==> src/rtl/booth_divider_1x_pkg.sv <==
// rtl/booth_divider_1x_pkg.sv - shared widths and sign helper for the radix-2 divider
package booth_divider_1x_pkg;

    localparam int DIV_N  = 16;
    localparam int DIV_CW = 5;
    localparam int NEG_W  = 64;

    // Callers zero-extend into NEG_W and cast the result back to their own width.
    function automatic logic [NEG_W-1:0] cond_neg(input logic [NEG_W-1:0] x, input logic en);
        return en ? (~x + NEG_W'(1)) : x;
    endfunction

endpackage

==> src/rtl/booth_divider_1x_if.sv <==
// rtl/booth_divider_1x_if.sv - Ld/Valid operand and result bundle for the divider
interface booth_divider_1x_if
    import booth_divider_1x_pkg::*;
#(
    parameter int N = DIV_N
);
    logic         Ld;
    logic         Sgn;
    logic [N-1:0] D;
    logic [N-1:0] V;
    logic         Busy;
    logic         Valid;
    logic [N-1:0] Q;
    logic [N-1:0] Rm;
    logic         DivZ;

    modport master (
        output Ld, Sgn, D, V,
        input  Busy, Valid, Q, Rm, DivZ
    );

    modport slave (
        input  Ld, Sgn, D, V,
        output Busy, Valid, Q, Rm, DivZ
    );
endinterface

==> src/rtl/booth_divider_1x_div_step.sv <==
// rtl/booth_divider_1x_div_step.sv - one restoring trial-subtract step, purely combinational
module booth_divider_1x_div_step #(
    parameter int N = 16
) (
    input  logic [N:0]   rem_i,
    input  logic         q_msb_i,
    input  logic [N-1:0] dvs_i,
    output logic [N:0]   rem_o,
    output logic         q_bit_o
);
    logic [N+1:0] trial;

    // The guard bit of rem_i is always 0 while the divisor is nonzero, so the
    // wider subtraction yields the same sign as the N+1-bit trial.
    always_comb begin
        trial   = {rem_i, q_msb_i} - {2'b00, dvs_i};
        q_bit_o = ~trial[N+1];
        rem_o   = q_bit_o ? trial[N:0] : {rem_i[N-1:0], q_msb_i};
    end
endmodule

==> src/rtl/booth_divider_1x.sv <==
// rtl/booth_divider_1x.sv - sequential radix-2 restoring divider, one quotient bit per clock
module booth_divider_1x
    import booth_divider_1x_pkg::*;
#(
    parameter int N  = DIV_N,
    parameter int CW = DIV_CW
) (
    input  logic             Clk,
    input  logic             Rst,
    booth_divider_1x_if.slave bus
);
    logic [CW-1:0] cntr_q, cntr_d;
    logic [N:0]    rem_q, rem_d;
    logic [N-1:0]  quo_q, quo_d;
    logic [N-1:0]  dvs_q, dvs_d;
    logic          neg_quo_q, neg_quo_d;
    logic          neg_rem_q, neg_rem_d;
    logic          zero_q, zero_d;
    logic [N-1:0]  draw_q, draw_d;
    logic [N-1:0]  q_q, q_d;
    logic [N-1:0]  rm_q, rm_d;
    logic          divz_q, divz_d;
    logic          valid_q, valid_d;

    logic [N:0]    step_rem;
    logic          step_qbit;
    logic [N-1:0]  q_next;
    logic [N-1:0]  r_next;
    logic          iterate;
    logic          last;

    booth_divider_1x_div_step #(.N(N)) u_step (
        .rem_i   (rem_q),
        .q_msb_i (quo_q[N-1]),
        .dvs_i   (dvs_q),
        .rem_o   (step_rem),
        .q_bit_o (step_qbit)
    );

    always_ff @(posedge Clk) begin
        if (Rst) begin
            cntr_q    <= '0;
            rem_q     <= '0;
            quo_q     <= '0;
            dvs_q     <= '0;
            neg_quo_q <= 1'b0;
            neg_rem_q <= 1'b0;
            zero_q    <= 1'b0;
            draw_q    <= '0;
            q_q       <= '0;
            rm_q      <= '0;
            divz_q    <= 1'b0;
            valid_q   <= 1'b0;
        end else begin
            cntr_q    <= cntr_d;
            rem_q     <= rem_d;
            quo_q     <= quo_d;
            dvs_q     <= dvs_d;
            neg_quo_q <= neg_quo_d;
            neg_rem_q <= neg_rem_d;
            zero_q    <= zero_d;
            draw_q    <= draw_d;
            q_q       <= q_d;
            rm_q      <= rm_d;
            divz_q    <= divz_d;
            valid_q   <= valid_d;
        end
    end

    always_comb begin
        cntr_d    = cntr_q;
        rem_d     = rem_q;
        quo_d     = quo_q;
        dvs_d     = dvs_q;
        neg_quo_d = neg_quo_q;
        neg_rem_d = neg_rem_q;
        zero_d    = zero_q;
        draw_d    = draw_q;
        q_d       = q_q;
        rm_d      = rm_q;
        divz_d    = divz_q;
        valid_d   = 1'b0;

        iterate = (cntr_q != '0) && !bus.Ld;
        last    = iterate && (cntr_q == CW'(1));
        q_next  = {quo_q[N-2:0], step_qbit};
        r_next  = step_rem[N-1:0];

        if (bus.Ld) begin
            cntr_d    = CW'(N);
            rem_d     = '0;
            quo_d     = N'(cond_neg(NEG_W'(bus.D), bus.Sgn & bus.D[N-1]));
            dvs_d     = N'(cond_neg(NEG_W'(bus.V), bus.Sgn & bus.V[N-1]));
            neg_quo_d = bus.Sgn & (bus.D[N-1] ^ bus.V[N-1]);
            neg_rem_d = bus.Sgn & bus.D[N-1];
            zero_d    = (bus.V == '0);
            draw_d    = bus.D;
        end else if (iterate) begin
            cntr_d = cntr_q - CW'(1);
            rem_d  = step_rem;
            quo_d  = q_next;
        end

        // Divide-by-zero runs the full N steps so latency never depends on data.
        if (last) begin
            valid_d = 1'b1;
            divz_d  = zero_q;
            if (zero_q) begin
                q_d  = '1;
                rm_d = draw_q;
            end else begin
                q_d  = N'(cond_neg(NEG_W'(q_next), neg_quo_q));
                rm_d = N'(cond_neg(NEG_W'(r_next), neg_rem_q));
            end
        end
    end

    always_comb begin
        bus.Busy  = (cntr_q != '0);
        bus.Valid = valid_q;
        bus.Q     = q_q;
        bus.Rm    = rm_q;
        bus.DivZ  = divz_q;
    end
endmodule
==> src/flat_wrapper.sv <==
// flat-port wrapper written by rule: the top's interface ports become plain ports
module booth_divider_1x_flat import booth_divider_1x_pkg::*;
#(
    parameter int N  = DIV_N,
    parameter int CW = DIV_CW
)
  (Clk, Rst, bus_Ld, bus_Sgn, bus_D, bus_V, bus_Busy, bus_Valid, bus_Q, bus_Rm, bus_DivZ);
  booth_divider_1x_if #(.N(N)) bus_i ();
  input  logic Clk;
  input  logic Rst;
  input wire logic [$bits(bus_i.Ld)-1:0] bus_Ld;
  input wire logic [$bits(bus_i.Sgn)-1:0] bus_Sgn;
  input wire logic [$bits(bus_i.D)-1:0] bus_D;
  input wire logic [$bits(bus_i.V)-1:0] bus_V;
  output wire logic [$bits(bus_i.Busy)-1:0] bus_Busy;
  output wire logic [$bits(bus_i.Valid)-1:0] bus_Valid;
  output wire logic [$bits(bus_i.Q)-1:0] bus_Q;
  output wire logic [$bits(bus_i.Rm)-1:0] bus_Rm;
  output wire logic [$bits(bus_i.DivZ)-1:0] bus_DivZ;
  assign bus_i.Ld = bus_Ld;
  assign bus_i.Sgn = bus_Sgn;
  assign bus_i.D = bus_D;
  assign bus_i.V = bus_V;
  assign bus_Busy = bus_i.Busy;
  assign bus_Valid = bus_i.Valid;
  assign bus_Q = bus_i.Q;
  assign bus_Rm = bus_i.Rm;
  assign bus_DivZ = bus_i.DivZ;
  booth_divider_1x #(.N(N), .CW(CW)) u_core (.Clk(Clk), .Rst(Rst), .bus(bus_i));
endmodule
==> config.mk <==
export PLATFORM = sky130hd
export DESIGN_NAME = booth_divider_1x_flat
export DESIGN_NICKNAME = d
export VERILOG_FILES = /design/src/rtl/booth_divider_1x_pkg.sv /design/src/rtl/booth_divider_1x_if.sv /design/src/rtl/booth_divider_1x_div_step.sv /design/src/rtl/booth_divider_1x.sv /design/src/flat_wrapper.sv
export SDC_FILE = /design/constraint.sdc
export NUM_CORES = 1
export LEC_CHECK = 0
export ABC_AREA = 1
export ABC_CLOCK_PERIOD_IN_PS = 4800
export CELL_PAD_IN_SITES_DETAIL_PLACEMENT = 1
export CELL_PAD_IN_SITES_GLOBAL_PLACEMENT = 1
export CORE_MARGIN = 2
export CORE_UTILIZATION = 41
export CTS_CLUSTER_DIAMETER = 120
export CTS_CLUSTER_SIZE = 40
export DETAILED_ROUTE_END_ITERATION = 16
export PLACE_DENSITY_LB_ADDON = 0.1
export SYNTH_ARGS = -nofsm -noshare
export SYNTH_HDL_FRONTEND = slang
export SYNTH_SLANG_ARGS = --single-unit
export TNS_END_PERCENT = 5
==> constraint.sdc <==
create_clock -name Clk -period 4.8 [get_ports Clk]
set_input_delay 0.96 -clock Clk [delete_from_list [all_inputs] [get_ports Clk]]
set_output_delay 0.96 -clock Clk [all_outputs]
set_load 0.005 [all_outputs]
==> run summary <==
- **total wire length** 22.4 mm
- **Reg2Reg Launch Point** u_core.rem_q[3]$_SDFFE_PP0P_
- **Vert. Die Dim** 133 um
- **area enclosed by the die boundary** 17800 um^2
- **EDFF count, synth** 0
- **standard cell with the maximum stage delay on the critical path** sky130_fd_sc_hd__dfxtp_1
- **fmax** 264 MHz
- **path type of the worst min-delay path** register to register
- **flip-flop cell with the highest count after synthesis** sky130_fd_sc_hd__dfxtp_1
- **unrepaired setup endpoints after global routing** no
- **sequential-to-total area share from yosys stat** 31.2%
- **global router's overall resource usage** 25.7%
- **Hold Path End** u_core.cntr_q[3]$_SDFFE_PP0P_
- **first drt pass iteration count** 5
- **clock root buffer master** sky130_fd_sc_hd__clkbuf_16
- **die span in x** 133 um
- **number of gates resized after cts** 0
- **transition time at the pin with the least slew margin** 0.890 ns
- **total negative slack** 0 ns
- **half-perimeter wire length after placement** 17.3 mm
- **final setup vio count** 0
- **Synthesis Warnings** 0
- **total number of vias** 7056
- **WP data required** 5.05 ns
- **number of DRC violations after detailed-routing iteration 0** 276
- **relative slew slack** 40.3%
- **startpoint types** register
- **Async S/R FF share, synth** 0%
- **initial standard-cell utilization of the core** 41.7%
- **number of hold buffers added after cts** 0
- **H-tree depth reported by CTS** 3
- **Critical Path, Cell by Cell** ha_1 > a21oi_1 > nand2_1 > nand2_1 > nand3_2 > nand2_4 > nand3_1 > nand2_4 > ha_1 > inv_1 > nor3_1 > inv_1 > nor3_1 > nand3b_1 > o31ai_1 > o21ai_0 > a21oi_1 > xnor2_1 > o221ai_1 > inv_1
- **worst stage delay on the critical path** 0.41 ns
- **final weighted congestion in routability-driven placement** 0.903
- **shortest clock period the worst path allows after layout** 3.79 ns
- **initial antenna violation count** 0
- **number of input and output port buffers inserted** 70
- **number of distinct library cells after synthesis** 50
- **worst reg2reg path depth** 20
- **vias per cell** 5.34
- **flip-flop and latch count after synthesis** 107
- **CTS clk-pin slew, worst paths** 0.07 ns
- **number of standard cells after synthesis** 1045
- **category of the critical setup timing path** register to register
- **DRC violation count after routing** 0
- **synthesis-to-finish area growth** 16.4%
- **total leakage power** 0.00371 uW
- **NumNets Final** 1157
- **setup slack of the critical path after layout** 1.01 ns
- **CP max FO** 19
- **kind of end point of the critical path** register
- **number of buffers created by CTS** 9
- **number of cells on the worst hold path** 2
- **max-cap violation count** 0
- **Clock Latency Late Sink** 0.36 ns
- **Reg2Reg Setup Slack** 1.01 ns
- **Peak VDD IR** 185 uV
- **total grt overflow** 0
- **pre-CTS setup slack** 0.826 ns
- **via count of the first global-routing pass** 6984
- **standard-cell rows** 47
- **maximum number of buffers from clock root to sink** 2
- **number of pins exceeding their max-slew limit in the final report** 0
- **fin cells** 1321
- **nets in the synthesized netlist** 1105
- **number of placed instances, taps included** 1306
- **antenna cells** 0
- **area of the mapped netlist** 6870 um^2
- **ANT nets after route** 0
- **average cell area after synthesis** 6.57 um^2
- **clock tree sinks** 107
- **core occupancy in the finished layout** 48.5%
- **IO Count** 71
- **wire length of the first global-routing pass** 36.4 mm
- **fraction of final layout cells sized beyond drive strength 1** 6.09%
- **fillers** 2202
- **share of the clock period used by the worst path after layout** 78.9%
- **status** complete, no violations
- **Worst R2R End** u_core.bus.Q[14]$_SDFFE_PP0P_
- **Crit path arrival time** 4.04 ns
- **area of the placeable core** 16500 um^2
- **Post-CTS Setup Bufs** 0
- **TritonCTS clock tree** built
- **setup clock skew after layout** 0.00874 ns
- **Critical path buffers and inverters** 3
- **cell type group with the largest total delay on the critical path** simple AND/OR/NAND/NOR gates
- **final number of hold-violating endpoints** 0
- **worst hold start** u_core.cntr_q[3]$_SDFFE_PP0P_
- **maximum number of pins on one net before global-route repair** 52
- **Crit path top cell by count** sky130_fd_sc_hd__inv_1
- **Power Dens Cells** 336 nW/um^2
- **DR WL/cell** 16.9 um
[report_power, final]
part	switching [uW]	leakage, uW	internal (uW)
sequential	38.5	0.000874	931
clock	350	0.000119	353
combinational	685	0.00271	325
[layer usage]
metal  track usage [%]  vias up  wire (um)
li1                  -     3528          -
met1              35.7     3402      11000
met2              42.6      109      10300
met3              4.34       17        789
met4              4.85        0        239
met5                 0        -          0
[cell usage in the layout (no fill, tap or decap), types with 5 or more instances in the layout]
cell and count:
sky130_fd_sc_hd__a21oi_1 73, sky130_fd_sc_hd__a22oi_1 7, sky130_fd_sc_hd__a31oi_1 11, sky130_fd_sc_hd__buf_4 11
sky130_fd_sc_hd__clkbuf_16 9, sky130_fd_sc_hd__clkdlybuf4s50_1 70, sky130_fd_sc_hd__dfxtp_1 107, sky130_fd_sc_hd__ha_1 23
sky130_fd_sc_hd__inv_1 169, sky130_fd_sc_hd__nand2_1 251, sky130_fd_sc_hd__nand2_2 14, sky130_fd_sc_hd__nand2_4 6
sky130_fd_sc_hd__nand3_1 71, sky130_fd_sc_hd__nand4_1 8, sky130_fd_sc_hd__nor2_1 58, sky130_fd_sc_hd__nor3_1 23
sky130_fd_sc_hd__o211ai_1 17, sky130_fd_sc_hd__o21ai_0 54, sky130_fd_sc_hd__o21bai_1 6, sky130_fd_sc_hd__o221ai_1 12
sky130_fd_sc_hd__o22ai_1 21, sky130_fd_sc_hd__o32ai_1 8, sky130_fd_sc_hd__xnor2_1 5, sky130_fd_sc_hd__xor2_1 13
[synthesized netlist by cell type, drive strengths merged (7+ instances only)]
master    n  area [um^2]
o21ai    59          307
xor2     13          114
o22ai    21          131
nor2     64          265
o221ai   12          105
o32ai     8         70.1
a21oi    77          400
o211ai   17          128
ha       23          288
nand2   271         1100
a22oi     7         52.6
a31oi    11         68.8
nand3    75          403
dfxtp   107         2140
nor3     25          135
nand4     8         50.1
inv     170          638
clkbuf   33          124
buf       7         70.1
[layout make-up]
class / count / area, um^2 / area share (%)
sequential: 107 / 2140 / 26.8
inverter: 173 / 649 / 8.13
clock buffer: 12 / 236 / 2.96
tap: 220 / 275 / 3.44
timing repair buffer: 81 / 783 / 9.80
clock inverter: 3 / 23.8 / 0.297
multi-input combinational: 725 / 3880 / 48.6
[cells by family after synthesis]
family	share of synthesized area, %
xor+xnor	2.30
compound gates	20.0
buf+inv	12.3
simple gates	29.8
flops	31.2
fa+ha+maj	4.48
[flip-flops by register name (all words and copies together) (netlist names)]
| signal | count |
|---|---|
| u_core.dvs_q | 16 |
| u_core.neg_quo_q | 1 |
| u_core.cntr_q | 5 |
| u_core.quo_q | 16 |
| u_core.rem_q | 17 |
| u_core.zero_q | 1 |
| u_core.draw_q | 16 |
| u_core.bus.Rm | 16 |
| u_core.bus.DivZ | 1 |
| u_core.bus.Q | 16 |
| u_core.bus.Valid | 1 |
| u_core.neg_rem_q | 1 |
[through the flow]
step                      total power [uW]  area, um^2  hold slack [ns]
after floorplan                       1720        6870            0.429
after detailed placement              1990        7730            0.456
after global placement                1970        7730            0.444
final                                 2680        7990            0.464
after CTS                             2700        7990            0.467
after global routing                  2860        7990            0.482
[worst max-delay path by stage]
| stage | cells after the start | end | from | slack, ns |
|---|---|---|---|---|
| finish | 20 | u_core.bus.Q[14]$_SDFFE_PP0P_ | u_core.rem_q[3]$_SDFFE_PP0P_ | 1.01 |
| global route | 20 | u_core.bus.Q[14]$_SDFFE_PP0P_ | u_core.rem_q[3]$_SDFFE_PP0P_ | 0.54 |
| CTS | 20 | u_core.bus.Q[14]$_SDFFE_PP0P_ | u_core.rem_q[7]$_SDFFE_PP0P_ | 0.99 |
| detailed placement | 14 | u_core.dvs_q[14]$_SDFFE_PP0P_ | bus_V[1] | 0.83 |
| global placement | 14 | u_core.dvs_q[14]$_SDFFE_PP0P_ | bus_V[1] | 0.86 |
| floorplan | 22 | u_core.bus.Q[14]$_SDFFE_PP0P_ | u_core.dvs_q[8]$_SDFFE_PP0P_ | 1.47 |
[worst min-delay path, cell delays in order, from the launching register on]
cell and delay (ns):
sky130_fd_sc_hd__dfxtp_1 0.31, sky130_fd_sc_hd__inv_1 0.06, sky130_fd_sc_hd__a21oi_1 0.05
(Power assumes the default switching activity.)
